===== config.mk =====
export PLATFORM = sky130hd
export DESIGN_NAME = serial_add_ctrl
export DESIGN_NICKNAME = d
export VERILOG_FILES = /design/src/rtl/serial_add_ctrl.sv
export SDC_FILE = /design/constraint.sdc
export NUM_CORES = 1
export LEC_CHECK = 0
export CORE_UTILIZATION = 51
export CTS_BUF_LIST = sky130_fd_sc_hd__clkbuf_16
export DETAILED_ROUTE_END_ITERATION = 8
export GPL_TIMING_DRIVEN = 0
export PLACE_DENSITY_LB_ADDON = 0.15
export SYNTH_ARGS = -nofsm -noshare
export SYNTH_HDL_FRONTEND = slang
export SYNTH_HIERARCHICAL = 1
export SYNTH_SLANG_ARGS = --single-unit

===== constraint.sdc =====
create_clock -name clk -period 1.6 [get_ports clk]
set_input_delay 0.32 -clock clk [delete_from_list [all_inputs] [get_ports clk]]
set_output_delay 0.32 -clock clk [all_outputs]
set_load 0.005 [all_outputs]

===== src/rtl/serial_add_ctrl.sv =====
// Bit-serial adder controller: streams two WIDTH-bit operands LSB-first through
// one shared full-adder cell, with a registered carry, and presents {cout,sum}.

module fulladder (
    output logic s,
    output logic c1,
    input  logic a,
    input  logic b,
    input  logic c0
);
    assign s  = a ^ b ^ c0;
    assign c1 = (a & b) | (c0 & (a ^ b));
endmodule

module serial_add_ctrl #(
    parameter int WIDTH = 8
) (
    input  logic             clk,
    input  logic             rst_n,
    input  logic             start,
    input  logic [WIDTH-1:0] a,
    input  logic [WIDTH-1:0] b,
    input  logic             cin,
    output logic             busy,
    output logic             done,
    output logic [WIDTH-1:0] sum,
    output logic             cout
);
    localparam int CW = (WIDTH > 1) ? $clog2(WIDTH) : 1;

    typedef enum logic [1:0] {IDLE, RUN, DONE} state_t;

    state_t           state_q, state_d;
    logic [CW-1:0]    cnt_q, cnt_d;
    logic [WIDTH-1:0] sa_q, sa_d;
    logic [WIDTH-1:0] sb_q, sb_d;
    logic [WIDTH-1:0] res_q, res_d;
    logic [WIDTH-1:0] sum_q, sum_d;
    logic             carry_q, carry_d;
    logic             cout_q, cout_d;

    logic             fa_s, fa_c1;
    logic [WIDTH-1:0] res_shift;

    fulladder u_fa (
        .s  (fa_s),
        .c1 (fa_c1),
        .a  (sa_q[0]),
        .b  (sb_q[0]),
        .c0 (carry_q)
    );

    // Result fills from the MSB down so the first-processed bit ends up at bit 0.
    always_comb begin
        res_shift            = res_q >> 1;
        res_shift[WIDTH-1]   = fa_s;
    end

    always_comb begin
        state_d = state_q;
        cnt_d   = cnt_q;
        sa_d    = sa_q;
        sb_d    = sb_q;
        res_d   = res_q;
        carry_d = carry_q;
        sum_d   = sum_q;
        cout_d  = cout_q;
        case (state_q)
            IDLE: begin
                if (start) begin
                    state_d = RUN;
                    sa_d    = a;
                    sb_d    = b;
                    carry_d = cin;
                    cnt_d   = '0;
                    res_d   = '0;
                end
            end
            RUN: begin
                sa_d    = sa_q >> 1;
                sb_d    = sb_q >> 1;
                carry_d = fa_c1;
                res_d   = res_shift;
                cnt_d   = cnt_q + 1'b1;
                if (cnt_q == CW'(WIDTH - 1)) begin
                    state_d = DONE;
                    cnt_d   = '0;
                    sum_d   = res_shift;
                    cout_d  = fa_c1;
                end
            end
            DONE:    state_d = IDLE;
            default: state_d = IDLE;
        endcase
    end

    always_ff @(posedge clk or negedge rst_n) begin
        if (!rst_n) begin
            state_q <= IDLE;
            cnt_q   <= '0;
            sa_q    <= '0;
            sb_q    <= '0;
            res_q   <= '0;
            carry_q <= 1'b0;
            sum_q   <= '0;
            cout_q  <= 1'b0;
        end else begin
            state_q <= state_d;
            cnt_q   <= cnt_d;
            sa_q    <= sa_d;
            sb_q    <= sb_d;
            res_q   <= res_d;
            carry_q <= carry_d;
            sum_q   <= sum_d;
            cout_q  <= cout_d;
        end
    end

    assign busy = (state_q != IDLE);
    assign done = (state_q == DONE);
    assign sum  = sum_q;
    assign cout = cout_q;
endmodule


# --- Yosys cells after proc, flatten, opt, wreduce, memory -nomap -nowiden ---
# Index checks and enable logic that the tools add are counted.
word_totals:
  reg_bits: 39
  in_bits: 20
  output_inout_bits: 11
  wordCells: 39
classes:
  add_sub_neg: 1
  n_eq_ne: 5
  n_mux: 14
  n_bitwise: 5
  reduce_logical: 6
ops:
  columns: ["op", "count"]
  rows:
  - ["8-bit one-hot mux with 2 select lines", 3]
  - ["8-bit two-way mux", 3]
  - ["3-bit two-way mux", 2]
  - ["3-bit one-hot mux with 2 select lines", 1]
  - ["2-bit AND reduction", 3]
  - ["2-bit two-way mux", 2]
  - ["2-bit != test (second input constant)", 2]
  - ["2-bit one-hot mux with 2 select lines", 1]
  - ["2-bit nonzero test", 2]
  - ["3-bit by 1-bit adder with 3-bit output (second input constant)", 1]
  - ["3-bit == test (second input constant)", 1]
  - ["1-bit bitwise AND", 2]
  - ["2-bit by 1-bit == test with 1-bit output (second input constant)", 1]
  - ["2-bit == test (second input constant)", 1]
  - ["2-bit zero test", 1]
  - ["1-bit one-hot mux with 2 select lines", 1]
  - ["1-bit bitwise XOR", 2]
  - ["1-bit two-way mux", 1]
  - ["1-bit OR", 1]

# --- Logic depth before layout (Yosys ltp) ---
# Gate-level depths: netlist of the first run.
depth:
  depth_word: 4
  mapped_depth: 5
  ltp_nobuf: 4

# --- Cells and area by module ---
# The synthesis of the first run kept the hierarchy.
by_module_without_submodules:
  columns: ["mod", "n_inst", "cells_each", "area_each_um2", "seq_area_each_um2"]
  rows:
  - ["serial_add_ctrl", 1, 137, 1726.7, 950.9]
  - ["fulladder", 1, 1, 20.0, 0.0]

# --- Worst setup path after synthesis of the first run ---
# OpenSTA, ideal clock, no wires.
synth_path:
  path_type: "register to register"
  startpoint: "register cnt_q[0]"
  endpoint: "register cout_q, in the netlist cout"
  setup_time_ns: 0.125
  arrival_time_ns: 1.363
  required_ns: 1.475
  slack_ns: 0.112
  path_stages_with_launch: 6
  n_path_buf: 1
  period_less_slack_ns: 1.488
  cell_sequence: "dfrtp_1 -> ha_1 -> ha_1 -> nand3b_1 -> buf_2 -> mux2_2"
synth_via:
  elab_chain_cells: 2
synth_rtl:
  columns: ["item", "line", "rtl"]
  rows:
  - ["start, declared", "34", "logic [CW-1:0] cnt_q, cnt_d;"]
  - ["start signal, assigned", "109", "cnt_q <= cnt_d;"]
  - ["3-bit == test", "85", "if (cnt_q == CW'(WIDTH - 1)) begin"]
  - ["2-bit AND reduction (no line)", null, null]
  - ["end signal, assigned", "115", "cout_q <= cout_d;"]
  - ["end, declared", "40", "logic cout_q, cout_d;"]
# Every way passes these cells.
# A chain may end at the register's enable or synchronous reset.

# --- Final worst setup path of the first run ---
layout_path:
  startpoint: "register cnt_q[0]"
  endpoint: "register sum_q[5], in the netlist sum[5]"
layout_via:
  elab_chain_cells: 2
layout_rtl:
  columns: ["item", "line", "rtl"]
  rows:
  - ["3-bit == test", "85", null]
  - ["2-bit AND reduction (no line)", null, null]
  - ["end signal, assigned", "114", "sum_q <= sum_d;"]
  - ["end, declared", "38", "logic [WIDTH-1:0] sum_q, sum_d;"]
# Every way passes these cells.

==> results.py, run 1 <==
metrics = {
    "drt": {
        "dr.pass1.iters": 5,
        "first_iter_violations": 73,
        "ant_nets": 0,
        "vias": 1289,
        "finalWirelength_mm": 3.70,
        "drc_errors": 0,
        "wl_per_cell_um": 16.4,
        "via_per_inst": 5.73,
    },
    "synth": {
        "yosysMostFrequentCell": "dfrtp_1",
        "ys_seq_elements": 38,
        "synthFlopType": "dfrtp_1",
        "synth.area.top_cells": "dfrtp_1, mux2_2, a22o_1",
        "synth_top_area_share_pct": 54.4,
        "yosys_warnings": 6,
        "ys_top_cells_by_count": "dfrtp_1, inv_1, a22o_1, nor4b_1, mux2_2",
        "syn_inst": 138,
        "synth_largest_area_cell": "dfrtp_1",
        "ys_seq_area_share_pct": 54.4,
        "synth_edf_count": 0,
        "async_reset_ff_share_pct": 100,
        "synth.avg_cell_area_um2": 12.7,
        "yosysUniqueCellTypes": 28,
        "synth_nets": 161,
        "netlist_area_um2": 1750,
    },
    "power_and_ir_drop": {
        "p_switching_mw": 1.35,
        "finalPower_mw": 4.31,
        "p_int_mw": 2.96,
        "pwr-share-comb_pct": 40.1,
        "power.density_cell_area_nw_per_um2": 1870,
        "switching_share_pct": 31.3,
        "p_leak_nw": 1.01,
        "pwr-share-seq_pct": 38.7,
        "peakVddDrop_mv": 1.04,
        "p_clk_share_pct": 21.2,
    },
    "sta": {
        "setup_viol": 0,
        "fin_crit_sh_pct": 97.2,
        "hold_ws_ps": 139,
        "max_freq_mhz": 643,
        "finalMaxSlewViolations": 0,
        "final.min_clock_period_ps": 1560,
        "slew-limit-headroom_pct": 45.1,
        "rsz0062_at_grt": "false",
        "skew_ps": 5.25,
        "worst_pin_slew_ps": 824,
        "finalHoldViolCount": 0,
    },
    "final_layout": {
        "syn2layout_area_growth_pct": 31.8,
        "utilization_pct": 73.0,
        "nets": 204,
        "fin_area_um2": 2300,
        "n_antenna_cell": 0,
        "drive_gt1_share_pct": 24.3,
    },
    "clock_tree": {
        "numClockSinks": 38,
        "root_buffer": "clkbuf_16",
        "cts.clk_slew.worst_paths_ps": 60,
        "clk_path_buf_depth": 2,
        "cts_htree_levels": 2,
        "cts_made_buffers": 5,
        "cts_tree": "built",
        "clock_latency_ps": 280,
    },
    "placement": {
        "port_buffers": 30,
        "dpl.hpwl_mm": 2.31,
        "post_dp_cell_area_um2": 2100,
        "place.gp.congestion": 0.809,
    },
    "setup_path": {
        "crit_type": "flip-flop to flip-flop",
        "worstSetupEndpointType": "flip-flop",
        "required_ps": 1760,
        "worstPathArrival_ps": 1720,
        "cp_max_fo": 5,
        "start_kind": "flip-flop",
    },
    "grt": {
        "busiest_layer": "met2",
        "grt_pass1_vias": 1275,
        "met1_usage_pct": 30.2,
        "grtUsageTotal_pct": 23.1,
        "grt_max_degree": 39,
        "grt_pass1_wl_mm": 5.93,
        "use_met2_pct": 36.1,
        "globalRouteOverflowTotal": 0,
        "antenna_found_initial": 0,
        "grt.met3_usage_pct": 5.76,
    },
    "run": {
        "maxCapViolCount": 0,
    },
    "floorplan": {
        "io_pins": 31,
        "start_util_pct": 55.4,
        "die_x_um": 60.5,
        "die_y_um": 60.5,
        "num_rows": 20,
        "core_region_area_um2": 3150,
        "die_area_um2": 3660,
    },
    "status": {
        "outcome": "complete, no violations",
    },
    "worst_hold_path": {
        "min_path_type": "input pin to asynchronous set/reset pin",
    },
}
## final cells by class
class                      instances  area, um^2
buffer                            11        88.8
fill                             233         851
timing repair buffer              37         342
multi-input combinational         77         689
clock inverter                     2        10.0
clock buffer                       5         125
sequential                        38         951
tap                               44        55.1
inverter                          11        41.3
## power groups by stage
stage / clock network [mW] / registers [mW] / logic (mW)
2_1_floorplan: 0 / 1.63 / 1.03
4_1_cts: 0.928 / 1.66 / 1.70
3_3_place_gp: 0 / 1.67 / 1.52
6_report: 0.912 / 1.67 / 1.73
5_1_grt: 0.969 / 1.72 / 1.91
3_5_place_dp: 0 / 1.69 / 1.57
## critical path: stages (launching register included)
cell and delay [ps]:
dfrtp_1 400, ha_1 220, ha_2 190, nand3b_1 150, buf_6 150, mux2_2 330
## flip-flops by register name, summed over array words and instances, names as in the netlist
name     count
sa_q         8
sb_q         8
sum          8
res_q        7
cnt_q        3
state_q      2
carry_q      1
cout         1
## kinds of logic after synthesis
group           share of synthesized area, %
fa+ha+maj                               2.58
mux                                     5.80
flops                                   54.4
simple gates                            15.3
compound gates                          15.5
buf+inv                                 6.38
## cell usage in the layout, fill, tap and decap left out, drive strengths merged, types with 2 or more instances in the layout
master	n
nor2b	2
nor4b	10
clkinv	2
buf	18
a211oi	8
mux2	9
nand2	3
clkdlybuf4s50	27
inv	11
nand2b	3
a221oi	2
ha	2
nor3b	8
a22o	10
or4b	5
dfrtp	38
clkbuf	8
o221a	5
## metal layers
metal	wire length (um)	up-vias
li1	-	601
met1	1700	652
met2	1770	28
met3	160	8
met4	68	0
met5	0	-
## metrics by stage
| stage | setup WS, ps | TNS (ps) | instances |
|---|---|---|---|
| after floorplan | 112 | 0 | 138 |
| after global placement | -612 | -25850 | 212 |
| after detailed placement | -326 | -3390 | 212 |
| after CTS | -54.9 | -54.9 | 223 |
| after global routing | 10.8 | 0 | 225 |
| final | 44.8 | 0 | 225 |
## worst paths after layout
path | start | endpoint | slack (ps) | depth (start not counted)
max in group asynchronous | rst_n | cnt_q[0]$_DFFE_PN0P_ | 940 | 1
worst max-delay path | cnt_q[0]$_DFFE_PN0P_ | sum[5]$_DFFE_PN0P_ | 40 | 5
min in group clk | sa_q[7]$_DFFE_PN0P_ | sa_q[7]$_DFFE_PN0P_ | 500 | 1
worst min register to register | sa_q[7]$_DFFE_PN0P_ | sa_q[7]$_DFFE_PN0P_ | 500 | 1
worst min-delay path | rst_n | sb_q[1]$_DFFE_PN0P_ | 140 | 1
worst max register to register | cnt_q[0]$_DFFE_PN0P_ | sum[5]$_DFFE_PN0P_ | 40 | 5
## timing repair
item                                    CTS  global route
hold buffers                              0             0
gates resized for setup                   9            10
endpoints found under the setup margin   17            13
gates cloned                              0             1
buffers inserted                          5             1
Power figures use the tool's default switching activity.
==> run 2, diff against run 1 <==
--- a/config.mk
+++ b/config.mk
@@ -8,4 +8,5 @@
 export CORE_UTILIZATION = 51
 export CTS_BUF_LIST = sky130_fd_sc_hd__clkbuf_16
+export CTS_CLUSTER_DIAMETER = 80
 export DETAILED_ROUTE_END_ITERATION = 8
 export GPL_TIMING_DRIVEN = 0
==> constraint.sdc (replaced) <==
create_clock -name clk -period 1.6 [get_ports clk]
set_input_delay 0.4 -clock clk [delete_from_list [all_inputs] [get_ports clk]]
set_output_delay 0.4 -clock clk [all_outputs]
set_load 0.005 [all_outputs]
==> results.py, run 2 (synthesized netlist as in run 1, its figures left out) <==
metrics = {
    "status": {
        "outcome": "complete, no violations",
    },
    "drt": {
        "first_iter_violations": 81,
        "via_per_inst": 5.77,
        "vias": 1305,
        "dr.pass1.iters": 6,
        "drc_errors": 0,
        "finalWirelength_mm": 3.91,
        "ant_nets": 0,
        "wl_per_cell_um": 17.3,
    },
    "clock_tree": {
        "cts_htree_levels": 2,
        "cts_hold_buffers": 0,
        "cts_tree": "built",
        "cts.clk_slew.worst_paths_ps": 60,
        "clock_latency_ps": 280,
        "root_buffer": "clkbuf_16",
        "clk_path_buf_depth": 2,
        "numClockSinks": 38,
        "cts_made_buffers": 5,
    },
    "sta": {
        "hold_ws_ps": 224,
        "fin_crit_sh_pct": 97.9,
        "finalHoldViolCount": 0,
        "slew-limit-headroom_pct": 44.3,
        "rsz0062_at_grt": "false",
        "setup_viol": 0,
        "final.min_clock_period_ps": 1570,
        "worst_pin_slew_ps": 835,
        "finalMaxSlewViolations": 0,
        "setup_slack_ps": 32.9,
        "skew_ps": 4.30,
        "max_freq_mhz": 638,
    },
    "final_layout": {
        "syn2layout_area_growth_pct": 34.7,
        "nets": 205,
        "final_common_cell": "dfrtp_1",
        "drive_gt1_share_pct": 28.0,
        "fillCellCount": 222,
        "n_antenna_cell": 0,
        "layout_common_cells": "dfrtp_1, clkdlybuf4s50_1, inv_1, a22o_1, mux2_2",
        "utilization_pct": 74.6,
    },
    "setup_path": {
        "timing.rr.end": "sum[2]$_DFFE_PN0P_",
        "reg2reg_depth": 5,
        "worstPathArrival_ps": 1170,
        "cpLargestDelayFamily": "flip-flops",
        "crit_type": "flip-flop to output pin",
        "max_stage_delay_ps": 390,
        "r2r_start": "cnt_q[0]$_DFFE_PN0P_",
        "required_ps": 1200,
        "cp_max_fo": 5,
        "crit_chain": "buf_6, or2_4, buf_2",
        "start_kind": "flip-flop",
        "worstSetupEndpointType": "output pin",
        "r2r_slack_ps": 50,
        "path_buf_inv": 2,
        "slowest_stage": "dfrtp_1",
    },
    "power_and_ir_drop": {
        "switching_share_pct": 31.9,
        "p_switching_mw": 1.40,
        "pwr-share-comb_pct": 40.8,
        "peakVddDrop_mv": 1.03,
        "power.density_cell_area_nw_per_um2": 1860,
        "p_leak_nw": 1.03,
        "p_int_mw": 2.98,
        "p_clk_share_pct": 21.1,
        "pwr-share-seq_pct": 38.2,
    },
    "floorplan": {
        "num_rows": 20,
        "die_area_um2": 3660,
        "core_region_area_um2": 3150,
        "start_util_pct": 55.4,
        "io_pins": 31,
        "die_y_um": 60.5,
        "die_x_um": 60.5,
    },
    "grt": {
        "antenna_found_initial": 0,
        "grt_max_degree": 39,
        "grt_pass1_vias": 1279,
        "grtUsageTotal_pct": 23.1,
        "globalRouteOverflowTotal": 0,
        "grt_pass1_wl_mm": 5.95,
    },
    "placement": {
        "place.gp.congestion": 0.809,
        "dp_slack_ps": -406,
        "dpl.hpwl_mm": 2.31,
        "port_buffers": 30,
    },
    "run": {
        "maxCapViolCount": 0,
    },
    "worst_hold_path": {
        "min_path_type": "input pin to asynchronous set/reset pin",
    },
}
==> run 2: how the worst max path moves through the flow <==
| stage | slack [ps] | start | end | cells after the start |
|---|---|---|---|---|
| 5_1_grt | 7 | state_q[0]$_DFFE_PN0P_ | busy | 3 |
| 3_3_place_gp | -690 | rst_n | sum[0]$_DFFE_PN0P_ | 1 |
| 4_1_cts | 3 | start | sa_q[2]$_DFFE_PN0P_ | 5 |
| 2_1_floorplan | 110 | cnt_q[0]$_DFFE_PN0P_ | cout$_DFFE_PN0P_ | 5 |
| 3_5_place_dp | -410 | start | sa_q[2]$_DFFE_PN0P_ | 5 |
| 6_report | 30 | state_q[0]$_DFFE_PN0P_ | busy | 3 |
==> run 2: through the flow <==
step,TNS (ps),total power [mW],cell area [um^2],cells
global route,0,4.64,2350,226
detailed placement,-5590,3.26,2100,212
global placement,-31010,3.18,2100,212
floorplan,0,2.66,1750,138
CTS,0,4.30,2300,225
finish,0,4.38,2350,226
==> run 2: power groups by stage <==
stage                     Combinational [mW]  Sequential (mW)  Clock (mW)
after global placement                  1.52             1.67           0
after CTS                               1.71             1.66       0.928
after global routing                    1.95             1.73       0.969
final                                   1.79             1.67       0.923
after detailed placement                1.57             1.69           0
after floorplan                         1.03             1.63           0
==> run 2: final cells by class <==
| cell class | count | area [um^2] | share of cell area [%] |
|---|---|---|---|
| Sequential cell | 38 | 952 | 40.5 |
| Multi-Input combinational cell | 77 | 721 | 30.6 |
| Timing Repair Buffer | 38 | 349 | 14.8 |
| Clock buffer | 5 | 125 | 5.32 |
| Buffer | 11 | 98.8 | 4.20 |
| Tap cell | 44 | 55.1 | 2.34 |
| Inverter | 11 | 41.3 | 1.76 |
| Clock inverter | 2 | 10.0 | 0.426 |
==> run 2: repair_timing <==
| item | CTS | global route |
|---|---|---|
| setup endpoints to repair | 18 | 20 |
| endpoints found under the hold margin | 0 | 0 |
| buffers inserted | 6 | 1 |
| gates resized for setup | 16 | 15 |
| cloned | 0 | 1 |
==> run 2: metal layers <==
layer	routed length, um	global-route usage, %	part of all wire (%)
met1	1770	30.5	45
met5	0	0	0
met2	1870	35.6	48
met4	80	12.0	2.0
met3	188	5.33	4.8
==> run 3, diff against run 2 <==
- HOLD_SLACK_MARGIN: default -> 0.03
==> results of run 3 <==
Final layout, timing and power as in run 2 (identical DEF).
==> patch 1, RTL diff (flow settings as in run 1) <==
The 3 states of `state_t` get a one-hot encoding in 3 bits.
--- a/src/rtl/serial_add_ctrl.sv
+++ b/src/rtl/serial_add_ctrl.sv
@@ -28,7 +28,7 @@
 );
     localparam int CW = (WIDTH > 1) ? $clog2(WIDTH) : 1;
 
-    typedef enum logic [1:0] {IDLE, RUN, DONE} state_t;
+    typedef enum logic [2:0] {IDLE = 3'b001, RUN = 3'b010, DONE = 3'b100} state_t;
 
     state_t           state_q, state_d;
     logic [CW-1:0]    cnt_q, cnt_d;
Function: no difference found for any inputs over 10 cycles, from zero or initial values and one cycle with rst_n low; not proved beyond that.
==> patch 1 against run 1 <==
- the run now ends with setup timing left
- non-clock buffer count fell by 5
- routed wire length fell by 11%
- critical path depth fell by 2
- die area fell by 4.0%
- clock power rose by 17%
- total power fell by 13%
- setup slack got worse by 170 ps
- sequential cell count rose by 1
- synthesized area fell by 4.2%
- register-to-register slack got worse by 80 ps
- final area fell by 0.76%
- largest power group is now sequential cells
==> patch 1: results (changes against run 1) <==
INFO  metric chipWidth = 59.3 um (-2.0%)
INFO  metric number_of_nets_in_the_synthesized_netlist = 172 (+6.8%)
INFO  metric multi_input_comb_cells = 98 (+27%)
INFO  metric detailed_route_iter0_violations = 80 (+9.6%)
INFO  metric clock_area_share = 7.12% (+1.2 points)
INFO  metric filler_cell_count = 230 (-1.3%)
INFO  metric nonClkBufAreaFrac = 18.3% (-0.40 points)
INFO  metric status = finished with violations
INFO  metric area.share.sequential = 42.9% (+1.6 points)
INFO  metric crit_path_top_delay_cell = sky130_fd_sc_hd__dfstp_2
INFO  metric cts.repair_timing.setup_buffer_count = 3 (-2)
INFO  metric failing_checks = setup timing
INFO  metric nNonClkInverters = 2 (-9)
INFO  metric post_cts_resize_count = 15 (+6)
INFO  metric fin_skew = 4.28 ps (-0.975 ps)
INFO  metric post_route_cells_drive_above_1_share = 20.0% (-4.3 points)
INFO  metric detailedRoute.firstPassIterationCount = 4 (-1)
INFO  metric cell_area_after_placement = 2020 um^2 (-3.5%)
INFO  metric pre_cts_slack = -319 ps (+6.61 ps)
INFO  metric wirelength_met1 = 1560 um (-8.6%)
INFO  metric post_synth_main_area_contributors = sky130_fd_sc_hd__dfrtp_1 57%, sky130_fd_sc_hd__nand2_1 6.3%, sky130_fd_sc_hd__mux2_2 5.4%
INFO  metric grt_pass1_wl = 5500 um (-7.2%)
INFO  metric syn-instance-count = 149 (+8.0%)
INFO  metric setup_viol = 10 (+10)
INFO  metric crit_path_max_fanout = 3 (-2)
INFO  metric dr_wl_met3 = 148 um (-7.5%)
INFO  metric finish.cell_count_without_fillers = 234 (+4.0%)
INFO  metric routed_wl = 3290 um (-11%)
INFO  metric routed-wl-met2 = 1530 um (-14%)
INFO  metric finish.net_count = 212 (+3.9%)
INFO  metric avgViaCountPerCell = 5.39 (-5.9%)
INFO  metric global_route.usage.total = 21.6% (-1.4 points)
INFO  metric arrival = 1400 ps (-320 ps)
INFO  metric hpwlAfterDp = 2180 um (-5.6%)
INFO  metric grt_start_max_net_pins = 40 (+2.6%)
INFO  metric ir_drop = 1.11 mV (+7.1%)
INFO  metric cellLeakagePower = 0.00100 uW (-1.2%)
INFO  metric grt_pass1_vias = 1245 (-2.4%)
INFO  metric finalWorstSetupSlack = -123 ps (-167 ps)
INFO  metric numPlacedInstances = 223 (+5.2%)
==> patch 1: power by group <==
part	total (uW)	leakage [uW]	switching, uW	internal [uW]
Sequential	1480	0.000450	197	1290
Clock	1070	0.0000864	348	723
Combinational	1180	0.000464	575	600
Total	3730	0.00100	1120	2610
==> patch 1: logic make-up (layout without fill, tap and decap cells) <==
logic type      after synthesis  after routing  share of synthesized area [%]
compound gates               32             32                           13.9
fa+ha+maj                     3              3                           2.69
buf+inv                      12             53                           3.74
flops                        39             39                           58.4
mux                           9              9                           6.05
simple gates                 54             54                           15.2
==> patch 1: worst paths after layout <==
check | from | to | slack, ps | depth (start not counted)
min in group clk | cout | cout | 490 | 1
worst min-delay path | rst_n | sa_q[2] | 140 | 1
worst max register to register | state_q[0] | sum[2] | -40 | 6
worst max-delay path | state_q[0] | busy | -120 | 3
worst min register to register | cout | cout | 490 | 1
max in group asynchronous | rst_n | state_q[2] | 880 | 1
==> patch 2, RTL diff (config.mk and constraints of run 1) <==
Made on the original files. Change the parameter `WIDTH` from 8 to 4.
--- a/src/rtl/serial_add_ctrl.sv
+++ b/src/rtl/serial_add_ctrl.sv
@@ -13,7 +13,7 @@
 endmodule
 
 module serial_add_ctrl #(
-    parameter int WIDTH = 8
+    parameter int WIDTH = 4
 ) (
     input  logic             clk,
     input  logic             rst_n,
Interface: changed (resized a, b and sum); port bits go from 31 to 19. No check against the original RTL was run, so the function may have changed too.
==> patch 2 against run 1 <==
- register-to-register slack improved by 95 ps
- synthesized area decreased by 44%
- final area decreased by 44%
- sequential cell count decreased by 17
- setup slack got worse by 13 ps
- synthesized cell count decreased by 47%
- worst hold slack improved by 350 ps
- global-route usage decreased by 3.2 points
- routed wire length decreased by 52%
- combinational power decreased by 46%
- critical path type is now flop to output port
- total power decreased by 44%
- sequential power decreased by 42%
==> patch 2: results (changes against run 1) <==
INFO  metric worstReg2RegStart = state_q[0]
INFO  metric finish.net_count = 111 (-46%)
INFO  metric post_route_cells_drive_above_1_share = 19.8% (-4.5 points)
INFO  metric worstSkewPairLatency = 250 ps (-30 ps)
INFO  metric grtUsageMet3 = 5.95% (+0.20 points)
INFO  metric rrSetupSlack = 140 ps (+100 ps)
INFO  metric post_synth_mux_area_share = 5.79% (-0.011 points)
INFO  metric netSwitchingPower = 741 uW (-45%)
INFO  metric cts.repair_timing.setup_buffer_count = 0 (-5)
INFO  metric hold-worst-slack = 491 ps (+352 ps)
INFO  metric final.period_utilization = 98.0% (+0.83 points)
INFO  metric cellLeakagePower = 0.000577 uW (-43%)
INFO  metric cts_htree_levels = 1 (-1)
INFO  metric arrival = 1250 ps (-470 ps)
INFO  metric power.internal = 1670 uW (-44%)
INFO  metric compound_cell_area_share_of_the_yosys_netlist = 16.1% (+0.54 points)
INFO  metric number_of_nets_in_the_synthesized_netlist = 87 (-46%)
INFO  metric reg2reg_depth = 3 (-2)
INFO  metric cts-buffers-inserted = 3 (-2)
INFO  metric combPwrFrac = 38.5% (-1.6 points)
INFO  metric post_synth_main_area_contributors = sky130_fd_sc_hd__dfrtp_1 54%, sky130_fd_sc_hd__mux2_1 5.8%, sky130_fd_sc_hd__o221a_2 5.8%
INFO  metric global_route.usage.total = 19.9% (-3.2 points)
INFO  metric hpwlAfterDp = 1220 um (-47%)
INFO  metric synth.lib_cells_used.distinct = 24 (-14%)
INFO  metric routed-wl-met2 = 893 um (-49%)
INFO  metric grt_pass1_wl = 2840 um (-52%)
INFO  metric wirelength_met1 = 827 um (-51%)
INFO  metric grt_pass1_vias = 621 (-51%)
INFO  metric numPortBuffers = 18 (-40%)
INFO  metric synth-seq-area-share = 54.1% (-0.39 points)
INFO  metric ir_drop = 1.21 mV (+16%)
INFO  metric met1_usage = 27.5% (-2.7 points)
INFO  metric cell_area_after_placement = 1180 um^2 (-44%)
INFO  metric dr_wl_met3 = 55 um (-66%)
INFO  metric synth-adder-area-share = 3.35% (+0.77 points)
INFO  metric critPathLaunch = state_q[1]
INFO  metric grt_start_max_net_pins = 22 (-44%)
INFO  metric detailedRoute.firstPassIterationCount = 4 (-1)
INFO  metric detailed_route_iter0_violations = 9 (-88%)
INFO  metric fin_skew = 2.79 ps (-2.47 ps)
INFO  metric global_route.usage.met2 = 30.3% (-5.8 points)
INFO  metric status = finished, final reports clean
INFO  metric finish.cell_count_without_fillers = 121 (-46%)
INFO  metric critical_path.reg2reg.endpoint = sa_q[0]
INFO  metric crit_path_max_fanout = 6 (+1)
INFO  metric routed_wl = 1790 um (-52%)
INFO  metric pre_cts_slack = -110 ps (+216 ps)
INFO  metric antenna_cells_inserted = 0 (unchanged)
INFO  metric crit_family = flip-flops
INFO  metric synth_common_cells = 21 x sky130_fd_sc_hd__dfrtp_1, 5 x sky130_fd_sc_hd__a22o_1, 5 x sky130_fd_sc_hd__mux2_1, 5 x sky130_fd_sc_hd__o221a_2, 5 x sky130_fd_sc_hd__or4b_1
==> patch 2: cell types whose count changed in the layout (fill, tap and decap cells not counted), moves of 4 or more <==
cell,run 1,this run
sky130_fd_sc_hd__nor4b_1,10,2
sky130_fd_sc_hd__a211oi_1,8,1
sky130_fd_sc_hd__dfrtp_1,38,20
sky130_fd_sc_hd__a22o_1,10,5
sky130_fd_sc_hd__buf_4,7,3
sky130_fd_sc_hd__mux2_2,9,0
sky130_fd_sc_hd__clkdlybuf4s50_1,27,16
sky130_fd_sc_hd__buf_2,6,2
sky130_fd_sc_hd__inv_1,11,3
sky130_fd_sc_hd__mux2_1,0,5
sky130_fd_sc_hd__nor3b_1,8,3
==> patch 2: final cells by class <==
type,instances,area (um^2)
flip-flops and latches,21,527
fillers,126,484
multi-input cells,44,408
repair buffers,20,194
clock buffers,3,75.1
well taps,25,31.3
plain buffers,4,28.8
inverters,3,11.3
clock inverters,1,5.00
